`config.mk`:
```
export PLATFORM = sky130hd
export DESIGN_NAME = vrc6_mapper_core
export DESIGN_NICKNAME = d
export VERILOG_FILES = /design/src/rtl/vrc6_mapper_core.sv
export SDC_FILE = /design/constraint.sdc
export NUM_CORES = 1
export LEC_CHECK = 0
export ABC_AREA = 1
export CORE_MARGIN = 2
export CORE_UTILIZATION = 45
export CTS_CLUSTER_DIAMETER = 40
export CTS_CLUSTER_SIZE = 12
export DETAILED_ROUTE_END_ITERATION = 16
export GPL_ROUTABILITY_DRIVEN = 0
export PLACE_DENSITY = 0.68
export SETUP_SLACK_MARGIN = 0.4
export SYNTH_ARGS = -nofsm -noshare
export SYNTH_HDL_FRONTEND = slang
export SYNTH_SLANG_ARGS = --single-unit
```
`constraint.sdc`:
```
create_clock -name clk -period 2.05 [get_ports clk]
set_input_delay 0.41 -clock clk [delete_from_list [all_inputs] [get_ports clk]]
set_output_delay 0.41 -clock clk [all_outputs]
set_load 0.1 [all_outputs]
```
`src/rtl/vrc6_mapper_core.sv`:
```
`default_nettype none
// ============================================================================
//  Module   : vrc6_mapper_core
//  Purpose  : VRC6-family cartridge mapper core. It holds the PRG/CHR bank
//             registers and the mirroring/WRAM control, and it contains the
//             VRC IRQ counter, which runs in CPU-cycle or scanline-prescaler
//             mode. SWAP_A01 selects the VRC6b board wiring, where CPU A0 and
//             A1 are exchanged.
//  Ports    : clk          M2-rate clock, rising-edge
//             reset_n      synchronous active-low reset
//             cpu_addr     CPU address bus
//             cpu_data_in  CPU write data
//             cpu_rw       1 = read, 0 = write
//             ppu_addr     PPU address bus
//             prg_addr     PRG ROM byte address
//             prg_oe       PRG ROM output enable
//             wram_ce      WRAM chip enable ($6000-$7FFF when enabled)
//             wram_we      WRAM write enable
//             chr_addr     CHR byte address
//             ciram_ce     console nametable RAM enable
//             ciram_a10    nametable select
//             irq          registered IRQ request, active-high
//  Revision : 1.0  initial release
// ============================================================================
module vrc6_mapper_core #(
    parameter int SWAP_A01 = 0,
    parameter int PRG_BITS = 8,
    parameter int CHR_BITS = 8,
    parameter int PRESCALE = 341
) (
    input  logic                  clk,
    input  logic                  reset_n,
    input  logic [15:0]           cpu_addr,
    input  logic [7:0]            cpu_data_in,
    input  logic                  cpu_rw,
    input  logic [13:0]           ppu_addr,
    output logic [PRG_BITS+12:0]  prg_addr,
    output logic                  prg_oe,
    output logic                  wram_ce,
    output logic                  wram_we,
    output logic [CHR_BITS+9:0]   chr_addr,
    output logic                  ciram_ce,
    output logic                  ciram_a10,
    output logic                  irq
);

    localparam logic signed [9:0] c_prescale = 10'(PRESCALE);
    localparam logic signed [9:0] c_step     = 10'sd3;

    logic [PRG_BITS-1:0]   r_prg16;
    logic [PRG_BITS-1:0]   r_prg8;
    logic [CHR_BITS-1:0]   r_chr [8];
    logic [1:0]            r_mirr;
    logic                  r_wram_en;
    logic [7:0]            r_latch;
    logic [7:0]            r_counter;
    logic signed [9:0]     r_prescaler;
    logic                  r_ctrl_a;
    logic                  r_ctrl_e;
    logic                  r_ctrl_m;
    logic                  r_irq;

    logic [1:0]            w_a;
    logic [4:0]            w_sel;
    logic                  w_wr;
    logic [PRG_BITS-1:0]   w_prg_data;
    logic [CHR_BITS-1:0]   w_chr_data;
    logic                  w_tick;
    logic                  w_wrap;
    logic signed [9:0]     w_presc_next;

    // Register-select bits; VRC6b boards cross CPU A0/A1 onto the chip.
    assign w_a        = (SWAP_A01 != 0) ? {cpu_addr[0], cpu_addr[1]} : cpu_addr[1:0];
    assign w_sel      = {cpu_addr[14:12], w_a};
    assign w_wr       = cpu_addr[15] & ~cpu_rw;
    assign w_prg_data = PRG_BITS'(cpu_data_in);
    assign w_chr_data = CHR_BITS'(cpu_data_in);

    // Tick source. The prescaler counts PPU dots in steps of 3 per CPU
    // cycle, so the line length averages PRESCALE/3 CPU cycles.
    always_comb begin
        w_tick       = 1'b0;
        w_presc_next = r_prescaler;
        if (r_ctrl_e) begin
            if (r_ctrl_m) begin
                w_tick = 1'b1;
            end else if (r_prescaler <= c_step) begin
                w_tick       = 1'b1;
                w_presc_next = r_prescaler - c_step + c_prescale;
            end else begin
                w_presc_next = r_prescaler - c_step;
            end
        end
    end

    assign w_wrap = w_tick && (r_counter == 8'hFF);

    always_ff @(posedge clk) begin
        if (!reset_n) begin
            r_prg16     <= '0;
            r_prg8      <= '0;
            for (int i = 0; i < 8; i++) begin
                r_chr[i] <= '0;
            end
            r_mirr      <= 2'd0;
            r_wram_en   <= 1'b0;
            r_latch     <= 8'h00;
            r_counter   <= 8'h00;
            r_prescaler <= c_prescale;
            r_ctrl_a    <= 1'b0;
            r_ctrl_e    <= 1'b0;
            r_ctrl_m    <= 1'b0;
            r_irq       <= 1'b0;
        end else begin
            if (w_wr && cpu_addr[14:12] == 3'b000) r_prg16 <= w_prg_data;
            if (w_wr && cpu_addr[14:12] == 3'b100) r_prg8  <= w_prg_data;
            if (w_wr && cpu_addr[14:12] == 3'b101) r_chr[{1'b0, w_a}] <= w_chr_data;
            if (w_wr && cpu_addr[14:12] == 3'b110) r_chr[{1'b1, w_a}] <= w_chr_data;
            if (w_wr && w_sel == 5'b01111) begin
                r_mirr    <= cpu_data_in[3:2];
                r_wram_en <= cpu_data_in[7];
            end
            if (w_wr && w_sel == 5'b11100) r_latch <= cpu_data_in;

            if (w_wr && w_sel == 5'b11101) begin
                // Control write takes precedence over any tick this cycle.
                r_ctrl_a <= cpu_data_in[0];
                r_ctrl_e <= cpu_data_in[1];
                r_ctrl_m <= cpu_data_in[2];
                r_irq    <= 1'b0;
                if (cpu_data_in[1]) begin
                    r_counter   <= r_latch;
                    r_prescaler <= c_prescale;
                end
            end else begin
                if (w_wr && w_sel == 5'b11110) begin
                    r_ctrl_e <= r_ctrl_a;
                    r_irq    <= 1'b0;
                end
                r_prescaler <= w_presc_next;
                if (w_tick) begin
                    r_counter <= w_wrap ? r_latch : r_counter + 8'd1;
                end
                // Placed after the acknowledge so a coincident wrap wins.
                if (w_wrap) r_irq <= 1'b1;
            end
        end
    end

    always_comb begin
        case (cpu_addr[15:13])
            3'b100, 3'b101: prg_addr = {r_prg16[PRG_BITS-2:0], cpu_addr[13:0]};
            3'b110:         prg_addr = {r_prg8, cpu_addr[12:0]};
            default:        prg_addr = {{PRG_BITS{1'b1}}, cpu_addr[12:0]};
        endcase
        case (r_mirr)
            2'd0:    ciram_a10 = ppu_addr[10];
            2'd1:    ciram_a10 = ppu_addr[11];
            2'd2:    ciram_a10 = 1'b0;
            default: ciram_a10 = 1'b1;
        endcase
    end

    assign chr_addr = {r_chr[ppu_addr[12:10]], ppu_addr[9:0]};
    assign prg_oe   = cpu_rw & cpu_addr[15];
    assign wram_ce  = r_wram_en && (cpu_addr[15:13] == 3'b011);
    assign wram_we  = wram_ce & ~cpu_rw;
    assign ciram_ce = ~ppu_addr[13];
    assign irq      = r_irq;

endmodule
`default_nettype wire

```
# [After elaboration in Yosys (flattened, before gate mapping)]
# Memory sizes are Yosys's and may differ from the RTL's.
# Cells that the tools add are included.
[word_totals] latchBits=0 output_inout_bits=45 mem_count=1 register_bits=48 romBits=0 mem_bits_rw=64
[mem_list] name="r_chr" words=8 width=8 read_ports=1 rd_ports_with_merged_regs=0 write_ports=8 line="52" rtl="logic [CHR_BITS-1:0] r_chr [8];"
[op_classes] n_shift=0 div_mod_pow=0 order_cmp=1 n_eq_ne=16 add_sub_neg=3 bitwise_logic=6 n_mul=0 mux=31 n_reduce_logical=22
[op_table] cell="10-bit two-way mux" n=5
[op_table] cell="8-bit two-way mux" n=6
[op_table] cell="21-bit case mux with 2 select lines" n=1
[op_table] cell="3-bit == test, second input constant" n=6
[op_table] cell="1-bit two-way mux" n=16
[op_table] cell="8-bit OR reduction" n=2
[op_table] cell="5-bit == test, second input constant" n=3
[op_table] cell="10-bit adder, second input constant" n=1
[op_table] cell="10-bit by 3-bit <= comparator with 1-bit output, second input constant" n=1
[op_table] cell="1-bit logical AND" n=10
[op_table] cell="10-bit by 3-bit subtractor with 10-bit output, second input constant" n=1
[op_table] cell="8-bit by 1-bit adder with 8-bit output, second input constant" n=1
[op_table] cell="8-bit == test, second input constant" n=1
[op_table] cell="2-bit nonzero test" n=4
[op_table] cell="3-bit two-way mux" n=2
[op_table] cell="5-bit by 4-bit == test with 1-bit output, second input constant" n=1
[op_table] cell="2-bit OR reduction" n=2
[op_table] cell="1-bit bitwise AND" n=3
[op_table] cell="3-bit by 2-bit == test with 1-bit output, second input constant" n=1
[op_table] cell="3-bit zero test" n=1
[op_table] cell="1-bit inverter" n=3
[op_table] cell="1-bit case mux with 3 select lines" n=1
[op_table] cell="3-bit AND reduction" n=1
[op_table] cell="2-bit by 1-bit == test with 1-bit output, second input constant" n=1
[op_table] cell="other kinds (5)" n=5

# [Logic depth before layout (Yosys ltp)]
[logic_depth] depth_word=9 ltp_mapped=14

# [Worst setup path after synthesis]
# Ideal clock, no wire load.
[synth_path] kind="input to output" startpoint="input port cpu_rw" endpoint="output port wram_we" t_arrival_ns=3.369 path_buffers=0 t_required_ns=1.640 stages=1 slack_ns=-1.729 path_cell_list="nor4_1"
[synth_via] elab_chain_len=2
[synth_rtl] element="start: declaration" line="35" rtl="input logic cpu_rw,"
[synth_rtl] element="1-bit inverter" line="167" rtl="assign wram_we = wram_ce & ~cpu_rw;"
[synth_rtl] element="1-bit bitwise AND" line="167"
[synth_rtl] element="end: declaration" line="40" rtl="output logic wram_we,"
# No other way between the ends.

# [Worst setup path in the final report]
[layout_path] startpoint="input port ppu_addr[10]" endpoint="output port chr_addr[16]"
[layout_via] elab_chain_len=1
[layout_rtl] element="start: declaration" line="36" rtl="input logic [13:0] ppu_addr,"
[layout_rtl] element="memory 8 x 8 bit"
[layout_rtl] element="end: declaration" line="41" rtl="output logic [CHR_BITS+9:0] chr_addr,"
# No other way between the ends.

==> reports/qor.yml <==
post-route-min-period_ns: 1.91
wl_um: 16400
synth.net_count: 731
synth.avg_cell_area_um2: 8.24
cts_htree_levels: 3
crit_type: "primary input to primary output"
critPathMostFrequentCell: "buf_12"
outcome: "completed"
p_sw_uw: 1540
antenna_found_initial: 1
rr_worst_depth: 11
path_cells: "buf_8 > buf_12 > buf_12 > nor2_4 > nor2_2 > o21ai_2 > a31oi_4 > buf_12"
cts_buffers: 9
grt_pass1_wl_um: 25000
slowest_delay_ns: 0.22
crit_arrival_ns: 1.50
synth_cell_type_count: 38
clockBufferDepth: 2
use_met2_pct: 40.9
ys_top_cells_by_area: "edfxtp_1 (34%), dfxtp_1 (17%), nor2_1 (9.6%), nand2_1 (6.8%), o21ai_0 (6.4%)"
required_ns: 1.64
powerDensity_nw_per_um2: 618
nNetsFinal: 836
worst_skew_pair.late_latency_ns: 0.36
fmax_ghz: 0.523
ys_ff_latch: 112
setup_viol: 0
worst_slew_pin_slew_ns: 0.499
cp_slowest_cell: "a31oi_4"
clock-root-buffer: "clkbuf_16"
yosys_warnings: 0
pwr-share-comb_pct: 20.0
synth_top_area_cell: "edfxtp_1"
hold_path.class: "register to register"
drive_above_1_share_pct: 40.7
rsz0062_at_grt: "true"
grt-busiest-layer: "met2"
synth-edff-count: 64
hold_depth: 2
crit_fanout: 8
wl_per_cell_um: 17.0
dieArea_um2: 13500
fin_crit_sh_pct: 93.2
start_util_pct: 46.7
p_leak_uw: 0.00332
vias: 5288
hold_viol: 0
clock_power_share_pct: 32.2
synthFlopType: "edfxtp_1"
timing.slew.headroom_pct: 66.7
synth_most_common_cell: "nor2_1"
route.detailed.drc: 0
grt_pass1_vias: 5002
hpwl_um: 10300
fin_skew_ns: 0.00998
finalPower_uw: 5220
synth-async-reset-ratio_pct: 0
grt_use_total_pct: 24.1
first_pass_iters: 5
max-cap-violations: 0
syn_inst: 686
drv_slew: 0
synth_top_area_share_pct: 34.0
syn2layout_area_growth_pct: 49.3
fin_ws_ns: 0.139
path_buf_inv: 4
cts_tree: "yes"
io_buffers: 45
grt_overflow_total: 0
ys_top_cells_by_count: "nor2_1 (145), nand2_1 (103), o21ai_0 (72)"
boundaryPins: 86
crit_cells: 8
rows: 40
place_ws_ns: -0.287
p_sw_share_pct: 29.4
path_delay_family: "buffers and inverters"
critPathCaptureType: "primary output"
critical_path.startpoint_type: "primary input"
syn-cell-area_um2: 5650
power_frac_seq_pct: 47.7
path_clk_slew_ns: 0.08
coreArea_um2: 12100
met1_usage_pct: 31.1
drtIter0Drc: 337
grt_max_degree: 43
viasPerCell: 5.48
cts.sinks: 112
ir_worst_vdd_mv: 0.361
ant_nets: 0
synth-seq-area-share_pct: 51.0
die_w_um: 116
die-height_um: 116
grt_util_met3_pct: 3.71
p_int_uw: 3680
-- flip-flops by register name, indices dropped and copies added (netlist names) --
name	count
r_ctrl_m	1
r_ctrl_a	1
r_counter	8
r_prescaler	10
r_mirr	2
r_prg8	8
r_prg16	7
r_wram_en	1
r_chr	64
irq	1
r_ctrl_e	1
r_latch	8
-- placed cells by master, fill, tap and decap left out, types with 9 or more instances in the layout --
cell type,instances
clkdlybuf4s50_1,9
nand3_4,15
nand2_2,32
nor2_1,123
o21ai_0,36
o21ai_1,17
edfxtp_1,64
nor2_4,12
buf_6,15
buf_4,65
dfxtp_1,38
clkbuf_16,9
inv_2,10
buf_12,35
inv_1,31
o21ai_2,22
a31oi_4,9
nand3_1,18
nand2_4,17
a21oi_1,42
nor2_2,18
nand2_1,61
-- worst paths after layout --
kind | start | end | slack (ns)
hold / removal | r_latch[1] | r_latch[1] | 0.46
hold reg to reg | r_latch[1] | r_latch[1] | 0.46
setup / recovery | ppu_addr[10] | chr_addr[16] | 0.14
setup reg to reg | r_prescaler[0] | r_prescaler[9] | 0.35
-- layer usage --
metal / part of all wire (%) / vias up
li1: - / 2497
met1: 41 / 2532
met2: 50 / 206
met3: 5.7 / 53
met4: 3.0 / 0
met5: 0 / -
-- power groups by stage --
stage | Sequential [uW] | Combinational (uW) | Clock, uW
floorplan | 2510 | 740 | 0
global placement | 2530 | 893 | 0
detailed placement | 2530 | 903 | 0
CTS | 2480 | 1010 | 1690
global route | 2490 | 1090 | 1780
finish | 2490 | 1050 | 1680
-- metrics by stage --
step	instances	hold WS, ns	instance area (um^2)	TNS, ns	util [%]
2_1_floorplan	686	0.430	6020	0	-
3_3_place_gp	915	0.445	7130	-11.39	58.9
3_5_place_dp	915	0.449	7130	-14.18	58.9
4_1_cts	952	0.459	8000	0	66.0
5_1_grt	965	0.496	8440	0	69.6
6_report	965	0.463	8440	0	69.6
-- logic make-up (layout without fill, tap and decap cells) --
logic type / after synthesis / in the layout / share of synthesized area [%]
other cells: 0 / 1 / 0
xor+xnor: 7 / 7 / 1.09
buf+inv: 104 / 212 / 8.95
flops: 112 / 112 / 51.0
fa+ha+maj: 4 / 4 / 0.886
compound gates: 144 / 144 / 13.5
simple gates: 315 / 317 / 24.6
-- worst register-to-register path, cell delays in order (launching register included) --
cell	delay (ns)
dfxtp_2	0.34
buf_6	0.13
ha_4	0.17
inv_4	0.09
nand2_2	0.07
o21ai_0	0.22
nand2_2	0.10
nor2_1	0.13
nor2_1	0.09
nand3_1	0.08
nand3_1	0.09
a21oi_1	0.15
-- timing repair --
action | 4_1_cts | 5_1_grt
gates cloned | 7 | 0
hold buffers | 0 | 0
setup endpoints to repair | 176 | 34
setup buffers | 14 | 12
endpoints found under the hold margin | 0 | 0
gates resized for setup | 166 | 105
pin swaps | 42 | 66
-- layout make-up --
type / count / area (um^2)
Antenna cell: 1 / 2.50
Clock buffer: 9 / 225
Clock inverter: 7 / 52.6
Fill cell: 877 / 3680
Inverter: 56 / 245
Multi-Input combinational cell: 472 / 3140
Sequential cell: 112 / 2900
Tap cell: 168 / 210
Timing Repair Buffer: 138 / 1630
Timing Repair inverter: 2 / 27.5
Note: power is estimated with default switching activity, not from simulation.
==> patch, RTL diff (config.mk and constraints unchanged) <==
Reset style: asynchronous (`reset_n`), changed in one clocked block. Comments in the files are not updated.
--- a/src/rtl/vrc6_mapper_core.sv
+++ b/src/rtl/vrc6_mapper_core.sv
@@ -97,3 +97,3 @@
 
-    always_ff @(posedge clk) begin
+    always_ff @(posedge clk or negedge reset_n) begin
         if (!reset_n) begin
Behaviour: differs if reset_n is asserted again (counterexample within 4 cycles, from zero or initial values and one cycle with reset_n low); with reset_n held inactive, the same outputs for 4 cycles.
==> patch against the unedited design <==
Cell area up 1.8%; synthesized area increased by 2.4%; setup slack got worse by 0.030 ns; routed wire length up 9.1%; count of clock-buffer cells in the layout rose by 2; sequential cell count unchanged; critical path depth is 3 lower; critical path type is now reg -> out.
Power is not compared: it rests on default switching activity, and its combinational part moved more than twofold at a synthesized area within 25%.
==> patch: results (changes against the unedited design) <==
clock_tree:
  root_buffer: "clkbuf_16"
  clk_pin_slew_ns: 0.08  # about the same
  cts_buffer_depth: 2  # unchanged
outcome:
  status: "completed"
route:
  wl_met2_um: 9010  # +9.8%
  via_per_inst: 5.55  # +1.3%
  drt-total-wl_um: 17900  # +9.1%
  wl_met1_um: 7340  # +8.5%
  route.detailed.wl_per_inst_um: 17.6  # +3.8%
  highest-signal-layer: "met4"
  wl_met3_um: 1030  # +11%
  drtIter0Drc: 596  # +77%
critical_path:
  crit_slowest_cell: "dfrtp_1"
  crit_path_max_incr_delay_ns: 0.41  # +0.19 ns
  crit_start: "r_chr[8]$_DFFE_PN0P_"
  r2r-end: "r_prescaler[7]$_DFFE_PN0P_"
  cp-endpoint: "chr_addr[10]"
  reg2reg_from: "r_prescaler[0]$_DFFE_PN1P_"
  ff2ff_setup_slack_ns: 0.22  # -0.13 ns
  crit_family: "compound AO/OA/AOI/OAI gates"
  cp_max_fo: 2  # -6
placement:
  portBuffers: 45  # unchanged
  placed_cell_area_um2: 7120  # -0.25%
  place_hpwl_um: 10400  # +0.97%
  preCtsSetupSlack_ns: -0.264  # +0.0226 ns
  placed_cells: 946  # +3.4%
yosys:
  syn-num-nets: 781  # +6.8%
  synth_common_cells: "196 x nand2_1, 110 x o21ai_0, 107 x dfrtp_1, 78 x nor2_1, 49 x inv_1"
  async_flop_share_pct: 100  # +100 points
  synth_area_leaders: "dfrtp_1 46%, nand2_1 13%, o21ai_0 9.5%"
  syn_area_per_cell_um2: 7.85  # -4.7%
  ys_seq_area_share_pct: 48.5  # -2.5 points
  synth_cell_types: 33  # -13%
sta:
  skew_ns: 0.00911  # -0.000866 ns
  layout_worst_path_cycle_share_pct: 94.7  # +1.4 points
  worstMarginPinSlew_ns: 0.559  # +0.0598 ns
  holdWs_ns: 0.487  # +0.0242 ns
global_route:
  grt_usage_pct: 24.9  # +0.74 points
  first_global_vias: 5386  # +7.7%
  antenna_found_initial: 0  # -1
  grt_pass1_wl_um: 27500  # +9.8%
  grt_max_degree: 32  # -26%
power_and_ir_drop:
  peakVddDrop_uv: 594
cells_and_area:
  drive_above_1_share_pct: 37.1  # -3.6 points
  fillers: 912  # +4.0%
  layout.nets: 882  # +5.5%
  reg.largest.list: "r_chr: 64 flops, r_prescaler: 10 flops"
  antenna_cells: 0  # -1
  layout_commonest_cell: "nand2_1"
  synthToLayoutAreaGrowth_pct: 48.3
## patch: cell types whose count changed in the layout (fill, tap and decap cells not counted), moves of 8 or more
cell      change
a21oi_1      -40
dfrtp_1     +105
dfxtp_1      -38
dfxtp_2       -8
edfxtp_1     -64
nand2_1      +99
nand2_2       -9
nor2_1       -67
o21ai_0      +33
o21ai_1      +27
## patch: repair_timing
item,CTS,global route
resized for setup,133,118
hold buffers,1,0
endpoints found under the hold margin,27,0
pin swaps,57,67
cloned,9,1
buffers inserted,21,21
endpoints found under the setup margin,104,65
## patch: cell type report
class | instances | area [µm²] | area share, %
clock buffer | 11 | 253 | 2.94
clock inverter | 4 | 60.1 | 0.700
inverter | 54 | 260 | 3.03
multi-input combinational | 518 | 3240 | 37.8
sequential | 112 | 2810 | 32.7
tap | 172 | 215 | 2.51
timing repair buffer | 138 | 1690 | 19.7
timing repair inverter | 5 | 52.6 | 0.612
## patch: worst register-to-register path: stages (launching register included)
cell and delay, ns:
dfstp_2 0.61, inv_2 0.08, ha_4 0.25, inv_4 0.07, nand2_4 0.05, nand2_4 0.08
nand2_4 0.06, a21oi_4 0.16, nand2_2 0.11, nand3_2 0.09, nand2_1 0.05, o21ai_1 0.13
## patch: kinds of logic (layout without fill, tap and decap cells)
kind of cell	after synthesis	after routing	share of synthesized area, %
simple gates	331	332	23.9
compound gates	175	175	16.5
flops	112	112	48.5
buf+inv	108	212	9.30
xor+xnor	8	8	1.21
fa+ha+maj	3	3	0.649
## patch: worst min-delay path by stage
stage                     startpoint                     to  cells past startpoint
3_3_place_gp                 reset_n  r_chr[61]$_DFFE_PN0P_                      1
5_1_grt        r_chr[38]$_DFFE_PN0P_  r_chr[38]$_DFFE_PN0P_                      2
2_1_floorplan                reset_n        irq$_DFFE_PN0P_                      0
6_report       r_chr[38]$_DFFE_PN0P_  r_chr[38]$_DFFE_PN0P_                      2
4_1_cts        r_chr[38]$_DFFE_PN0P_  r_chr[38]$_DFFE_PN0P_                      2
3_5_place_dp                 reset_n  r_chr[61]$_DFFE_PN0P_                      1
## patch: routing by layer
metal,up-vias,track usage (%)
met5,-,0
met4,0,8.06
met3,58,6.23
met2,252,41.7
met1,2731,31.7
li1,2590,-
## patch: report_power, final
group          total [mW]  switching, mW  internal (mW)
Combinational        3.59           2.09           1.50
Clock                1.88          0.849           1.03
Sequential           3.02          0.384           2.63
Total                8.48           3.32           5.16
